===== src/rtl/riscv_pkg.sv =====
// Shared RV32I pipeline definitions: data width, canonical NOP encoding and
// the fetch-stage FSM states.
package riscv_pkg;

  localparam int XLEN = 32;

  localparam logic [XLEN-1:0] NOP_INSTR = 32'h0000_0013;

  typedef enum logic {
    RUN  = 1'b0,
    HOLD = 1'b1
  } fetch_state_t;

  // Instruction addresses are always word aligned; low bits are dropped.
  function automatic logic [XLEN-1:0] align_pc(input logic [XLEN-1:0] pc);
    return {pc[XLEN-1:2], 2'b00};
  endfunction

endpackage


===== src/rtl/fetch_hold_buffer.sv =====
// One-entry instruction/PC store that parks an in-flight fetch response
// while the front end is stalled.
module fetch_hold_buffer
  import riscv_pkg::*;
(
  input  logic            clk,
  input  logic            rst_n,
  input  logic            load,
  input  logic            release_en,
  input  logic            flush,
  input  logic [XLEN-1:0] load_instr,
  input  logic [XLEN-1:0] load_pc,
  output logic            full,
  output logic [XLEN-1:0] instr,
  output logic [XLEN-1:0] pc
);

  // release is a reserved word, hence release_en; flush beats load beats release.
  always_ff @(posedge clk or negedge rst_n) begin
    if (!rst_n) begin
      full  <= 1'b0;
      instr <= NOP_INSTR;
      pc    <= '0;
    end else if (flush) begin
      full <= 1'b0;
    end else if (load) begin
      full  <= 1'b1;
      instr <= load_instr;
      pc    <= load_pc;
    end else if (release_en) begin
      full <= 1'b0;
    end
  end

endmodule


===== src/rtl/fetch_stage.sv =====
// RV32I instruction fetch stage: PC, 1-cycle imem interface, IF/ID register
// and stall hold buffer. Optional perf counters under FETCH_PERF_CNT_EN.
module fetch_stage
  import riscv_pkg::*;
#(
  parameter logic [XLEN-1:0] RESET_PC = 32'h0000_0000
) (
  input  logic            clk,
  input  logic            rst_n,
  input  logic            hazard_fe_enable,
  input  logic            hazard_if_id_clear,
  input  logic            redirect_valid,
  input  logic [XLEN-1:0] redirect_pc,
  output logic            imem_req,
  output logic [XLEN-1:0] imem_addr,
  input  logic [XLEN-1:0] imem_rdata,
  output logic [XLEN-1:0] if_id_instr,
  output logic [XLEN-1:0] if_id_pc,
  output logic [XLEN-1:0] if_id_pc_plus4,
  output logic            if_id_valid
`ifdef FETCH_PERF_CNT_EN
  ,
  output logic [31:0]     perf_stall_cycles,
  output logic [31:0]     perf_redirects
`endif
);

  logic [XLEN-1:0] pc_q;
  logic [XLEN-1:0] pc_d;
  logic            rsp_valid_q;
  logic [XLEN-1:0] rsp_pc_q;
  logic [XLEN-1:0] redirect_target;

  fetch_state_t    state;
  fetch_state_t    state_next;

  logic            hold_load;
  logic            hold_release;
  logic            hold_flush;
  logic            hold_full;
  logic [XLEN-1:0] hold_instr;
  logic [XLEN-1:0] hold_pc;

  logic            if_id_load;
  logic [XLEN-1:0] if_id_instr_d;
  logic [XLEN-1:0] if_id_pc_d;
  logic            if_id_valid_d;

  // No request in a redirect cycle: pc_q still points down the wrong path.
  assign imem_req        = hazard_fe_enable && !redirect_valid;
  assign imem_addr       = pc_q;
  assign redirect_target = align_pc(redirect_pc);
  assign if_id_pc_plus4  = if_id_pc + 32'd4;

  fetch_hold_buffer u_hold_buffer (
    .clk        (clk),
    .rst_n      (rst_n),
    .load       (hold_load),
    .release_en (hold_release),
    .flush      (hold_flush),
    .load_instr (imem_rdata),
    .load_pc    (rsp_pc_q),
    .full       (hold_full),
    .instr      (hold_instr),
    .pc         (hold_pc)
  );

  always_ff @(posedge clk or negedge rst_n) begin
    if (!rst_n) begin
      pc_q        <= RESET_PC;
      rsp_valid_q <= 1'b0;
      rsp_pc_q    <= '0;
    end else begin
      pc_q        <= pc_d;
      rsp_valid_q <= imem_req;
      if (imem_req) begin
        rsp_pc_q <= pc_q;
      end
    end
  end

  always_ff @(posedge clk or negedge rst_n) begin
    if (!rst_n) begin
      state <= RUN;
    end else begin
      state <= state_next;
    end
  end

  always_comb begin
    state_next = state;
    if (redirect_valid) begin
      state_next = RUN;
    end else begin
      case (state)
        RUN:     if (!hazard_fe_enable && rsp_valid_q) state_next = HOLD;
        HOLD:    if (hazard_fe_enable) state_next = RUN;
        default: state_next = RUN;
      endcase
    end
  end

  // A clear only overrides what IF/ID loads; PC and hold buffer still follow
  // the stall/advance rules so the fetch stream stays consistent.
  always_comb begin
    pc_d          = pc_q;
    if_id_load    = 1'b0;
    if_id_instr_d = NOP_INSTR;
    if_id_pc_d    = '0;
    if_id_valid_d = 1'b0;
    hold_load     = 1'b0;
    hold_release  = 1'b0;
    hold_flush    = 1'b0;

    if (redirect_valid) begin
      pc_d       = redirect_target;
      if_id_load = 1'b1;
      hold_flush = 1'b1;
    end else begin
      if (hazard_fe_enable) begin
        pc_d = pc_q + 32'd4;
      end

      case (state)
        RUN: begin
          if (hazard_fe_enable) begin
            if_id_load    = 1'b1;
            if_id_instr_d = imem_rdata;
            if_id_pc_d    = rsp_pc_q;
            if_id_valid_d = rsp_valid_q;
          end else if (rsp_valid_q) begin
            hold_load = 1'b1;
          end
        end
        HOLD: begin
          if (hazard_fe_enable) begin
            if_id_load    = 1'b1;
            if_id_instr_d = hold_instr;
            if_id_pc_d    = hold_pc;
            if_id_valid_d = hold_full;
            hold_release  = 1'b1;
          end
        end
        default: ;
      endcase

      if (hazard_if_id_clear) begin
        if_id_load    = 1'b1;
        if_id_instr_d = NOP_INSTR;
        if_id_pc_d    = '0;
        if_id_valid_d = 1'b0;
      end
    end
  end

  always_ff @(posedge clk or negedge rst_n) begin
    if (!rst_n) begin
      if_id_instr <= NOP_INSTR;
      if_id_pc    <= '0;
      if_id_valid <= 1'b0;
    end else if (if_id_load) begin
      if_id_instr <= if_id_instr_d;
      if_id_pc    <= if_id_pc_d;
      if_id_valid <= if_id_valid_d;
    end
  end

`ifdef FETCH_PERF_CNT_EN
  // Both counters stick at all-ones rather than wrapping.
  always_ff @(posedge clk or negedge rst_n) begin
    if (!rst_n) begin
      perf_stall_cycles <= '0;
      perf_redirects    <= '0;
    end else begin
      if (!hazard_fe_enable && (perf_stall_cycles != 32'hFFFF_FFFF)) begin
        perf_stall_cycles <= perf_stall_cycles + 32'd1;
      end
      if (redirect_valid && (perf_redirects != 32'hFFFF_FFFF)) begin
        perf_redirects <= perf_redirects + 32'd1;
      end
    end
  end
`endif

endmodule


===== config.mk =====
export PLATFORM = sky130hd
export DESIGN_NAME = fetch_stage
export DESIGN_NICKNAME = d
export VERILOG_FILES = /design/src/rtl/riscv_pkg.sv /design/src/rtl/fetch_hold_buffer.sv /design/src/rtl/fetch_stage.sv
export SDC_FILE = /design/constraint.sdc
export NUM_CORES = 1
export LEC_CHECK = 0
export CAP_MARGIN = 20
export CORE_UTILIZATION = 50
export CTS_CLUSTER_DIAMETER = 60
export DETAILED_ROUTE_END_ITERATION = 8
export PLACE_DENSITY = 0.8
export RECOVER_POWER = 100
export SLEW_MARGIN = 20
export SYNTH_ARGS = -nofsm -noshare
export SYNTH_HDL_FRONTEND = slang
export SYNTH_SLANG_ARGS = --single-unit

===== constraint.sdc =====
create_clock -name clk -period 2.7 [get_ports clk]
set_input_delay 0.405 -clock clk [delete_from_list [all_inputs] [get_ports clk]]
set_output_delay 0.405 -clock clk [all_outputs]
set_load 0.01 [all_outputs]

After elaboration in Yosys (flattened, before gate mapping)
Cells that the tools add are included.
- input bits: 69
- flip-flop bits (word level): 196
- mux-type cells: 34
- add/sub/neg operators: 2
- reduce and logical (&&, ||, !) cells: 7
- bitwise operators: 2
- operators by type and width (kind ; number):
    32-bit two-way mux ; 10
    32-bit case mux with 2 select lines ; 2
    32-bit by 3-bit adder with 32-bit output (second input constant) ; 2
    1-bit two-way mux ; 20
    1-bit case mux with 2 select lines ; 2
    3-bit nonzero test ; 1
    1-bit logical AND ; 2
    1-bit zero test ; 2
    1-bit inverter ; 2
    2-bit AND reduction ; 1
    2-bit nonzero test ; 1

Longest topological paths before layout
- word-level depth: 6
- gate-level depth with buffers: 7
- depth with buffers taken out: 5

Cells and area by module
From an unflattened synthesis, not the netlist that was laid out.
- cells, all modules: 842
- area total of the unflattened synthesis: 9233.9 um2
- by module, submodules not included (module ; seq. area each (um2) ; area each (um2) ; cells each ; instances):
    fetch_stage ; 3181.8 ; 6488.7 ; 702 ; 1
    fetch_hold_buffer ; 1630.3 ; 2745.1 ; 140 ; 1

Least setup slack after synthesis
No wires, ideal clock.
- path kind: register to output
- from: reg if_id_pc[16]
- to: out if_id_pc_plus4[30]
- stages on the path, launching flop included: 5
- required time: 2.295 ns
- path buffers: 0
- data arrival time: 1.723 ns
- path slack: 0.572 ns
- path through: dfrtp_1 nand4_1 nor4_1 nand4b_1 xnor2_1
- word-level cells in the longest chain between the ends: 1
- RTL lines (item ; line ; source):
    start, declared ; fetch_stage.sv:18 ; output logic [XLEN-1:0] if_id_pc,
    start signal, assigned ; fetch_stage.sv:163 ; if_id_pc <= if_id_pc_d;
    32-bit by 3-bit adder with 32-bit output ; fetch_stage.sv:53 ; assign if_id_pc_plus4 = if_id_pc + 32'd4;
    end, declared ; fetch_stage.sv:19 ; output logic [XLEN-1:0] if_id_pc_plus4,
Every way passes these cells.

Final worst setup path
- from: reg if_id_pc[2]
- to: out if_id_pc_plus4[9]
Same word-level chain as after synthesis.

==> reports/summary.txt <==
Max Clock Freq - 0.386 GHz
layout cells sized above 1 - 0.197
number of CTS-inserted buffers - 17
Placer Congestion - 0.856
HP Class - flip-flop to flip-flop
clock-pin transition on the worst setup and hold timing paths - 0.07 ns
initial antenna violation count - 0
Slew Limit Fails - 80
synth-to-layout area growth - 34.2%
Post-Syn Instances - 770
Final Skew - 0.00535 ns
Clk Latency, worst-skew pair - 0.43 ns
initial core utilization - 0.518
maxcap violations - 1
EDFF count, synth - 0
Worst-Margin Slew - 2.19 ns
Worst VDD drop - 0.499 mV
htree depth - 4
Metal-1 WL - 9.06 mm
met2 WL - 10.5 mm
vias in the first global route - 6702
area of the core - 0.0168 mm2
Synth cell types - 39
total grt overflow - 0
CP Class - flip-flop to output port
Tot GR Track Use - 0.244
Inst Count DP - 1167
Pleak - 5.00 nW
Nets - 1048
non-filler instance count after layout - 1210
Wirelength per Cell - 17.5 um
number of port buffers - 194
PnR Total Power - 7.24 mW
final hold violation count - 0
met3 WL - 1.06 mm
Post-synth top flop - dfrtp_1
DR DRC count - 0
xor and xnor fraction of the mapped netlist area - 0.0382
worst path required time - 2.30 ns
Place WS - 0.160 ns
Die Area - 0.0180 mm2
most common cell after layout, fill and taps aside - dfrtp_1
CP arrival - 2.18 ns
Compound-Gate Fraction of Synth Area - 0.0738
die height - 134 um
final worst-path cycle share - 0.959
Synth Warn # - 0
drt initial violations - 387
Worst Path Max Fanout - 3
largest family of logic cells by synthesized area - multiplexers
register area share after synthesis - 0.544
mux cell area share after synthesis - 0.191
outcome - finished, violations left
most frequent cells in the layout - 173 x dfrtp_1, 105 x dlygate4sd3_1, 94 x nand2_1, 92 x mux2_2, 73 x o21ai_0
Slew HR - -0.459
die width - 134 um
fin crit period - 2.59 ns
share of flip-flops with an asynchronous set or reset - 1.00
RSZ-0062 raised after global routing - false
top layer in use - met4
Worst R2R Setup Slack - 0.20 ns
P per Cell Area - 619 mW/mm2
total clock sinks - 189
Post-Synth Adder-Cell Area - 0.00287
Final setup viols - 0
DRT Pass-1 Iters - 4
CTS tree - yes
HPWL after detailed placement - 15.0 mm
TNS Setup - 0 ns
# IOs - 199
number of diodes - 0
vias post-DR - 6782
syn_area_per_cell - 11.3 um2
Clock Path Buffers - 2
Syn Std Cell Area - 0.00871 mm2
Yosys reg bits - 189
Setup crit end kind - output port
largest net degree at the start of global routing - 83
final non-filler cell area - 0.0117 mm2
placed inst area - 0.0110 mm2
Critical Path Start Type - flip-flop
violated checks - capacitance limit, slew limit
first-pass GRT wire length - 34.3 mm
fin worst setup slack - 0.110 ns
Vias/cell - 5.60
clock root buffer master - clkbuf_16
ANT nets after route - 0
Synth Area in Simple Gates - 0.124
Site Rows - 47
drt total wl - 21.2 mm
[cells by family after synthesis]
| logic type | count (synthesis) |
|---|---|
| AO/OA/AOI/OAI | 113 |
| flip-flops | 189 |
| AND/OR/NAND/NOR | 220 |
| other | 1 |
| XOR/XNOR | 38 |
| buffers and inverters | 52 |
| multiplexers | 155 |
| adder cells (fa/ha/maj) | 2 |
[final cells by class]
type | instances | area (um2)
clock inverter | 12 | 134
sequential | 189 | 4750
tap | 220 | 275
inverter | 4 | 15.0
clock buffer | 20 | 467
timing repair buffer | 235 | 2240
fill | 1291 | 5130
multi-input combinational | 530 | 3810
[routing by layer]
| layer | GRT usage | up-vias |
|---|---|---|
| met3 | 0.0427 | 39 |
| met2 | 0.402 | 240 |
| met1 | 0.320 | 3337 |
| met5 | 0 | - |
| met4 | 0.102 | 0 |
| li1 | - | 3166 |
[critical path: stages, from the launching register on]
cell and delay, ns:
dfrtp_2 0.44, buf_4 0.16, nand2_2 0.13, nor2_4 0.05
buf_4 0.14, and3_1 0.18, xor2_1 0.12, clkdlybuf4s50_1 0.55
[power breakdown]
group          total, mW  internal, mW  switching (mW)
clock               2.53          1.45            1.08
combinational       1.10         0.649           0.455
sequential          3.61          3.28           0.332
total               7.24          5.38            1.86
[registers in the layout (all words and copies together) (netlist names)]
signal / flops
if_id_instr: 32
u_hold_buffer.instr: 32
if_id_pc: 31
imem_addr: 30
rsp_pc_q: 30
u_hold_buffer.pc: 30
if_id_valid: 1
rsp_valid_q: 1
state: 1
u_hold_buffer.full: 1
[path summary, 6_finish.rpt]
| check | startpoint | to | cells past startpoint |
|---|---|---|---|
| worst min-delay path | if_id_instr[10] | if_id_instr[10] | 2 |
| worst max-delay path | if_id_pc[2] | if_id_pc_plus4[9] | 7 |
| min in group asynchronous | rst_n | u_hold_buffer.instr[23] | 1 |
| max in group asynchronous | rst_n | if_id_pc[17] | 1 |
| worst max register to register | state | u_hold_buffer.pc[5] | 4 |
| worst min register to register | if_id_instr[10] | if_id_instr[10] | 2 |
[synthesized netlist by cell type (4+ instances only)]
master / instances / area, um2
buf_4: 5 / 37.5
nand2b_1: 4 / 25.0
a21oi_1: 4 / 20.0
xnor2_1: 25 / 219
or2_2: 4 / 25.0
o211ai_1: 8 / 60.1
dfstp_2: 6 / 158
o21ai_0: 70 / 350
dfrtp_1: 183 / 4580
nor4_1: 4 / 25.0
and3_1: 7 / 43.8
a31oi_1: 12 / 75.1
nor2_1: 27 / 101
nor3_1: 4 / 20.0
clkbuf_1: 40 / 150
xor2_1: 13 / 114
or3_1: 6 / 37.5
o21ai_1: 4 / 20.0
inv_1: 4 / 15.0
o311ai_0: 5 / 43.8
mux2_2: 92 / 1040
nand2_1: 96 / 360
and4_1: 6 / 52.6
or4_1: 9 / 67.6
o31ai_1: 8 / 60.1
nand4_1: 25 / 156
mux2i_1: 63 / 631
nand3_1: 22 / 110
[what timing repair did]
item / 4_1_cts / 5_1_grt
endpoints found under the setup margin: 22 / 12
resized for setup: 32 / 15
setup buffers: 7 / 4
hold buffers: 0 / 0
pin swaps: 2 / 2
hold endpoints to repair: 0 / 0
[through the flow]
step / hold WS (ns) / util
after global routing: 0.503 / 0.695
final: 0.472 / 0.695
after detailed placement: 0.471 / 0.656
after CTS: 0.0485 / 0.696
after floorplan: 0.109 / -
after global placement: 0.460 / 0.656
Power figures use the tool's default switching activity.
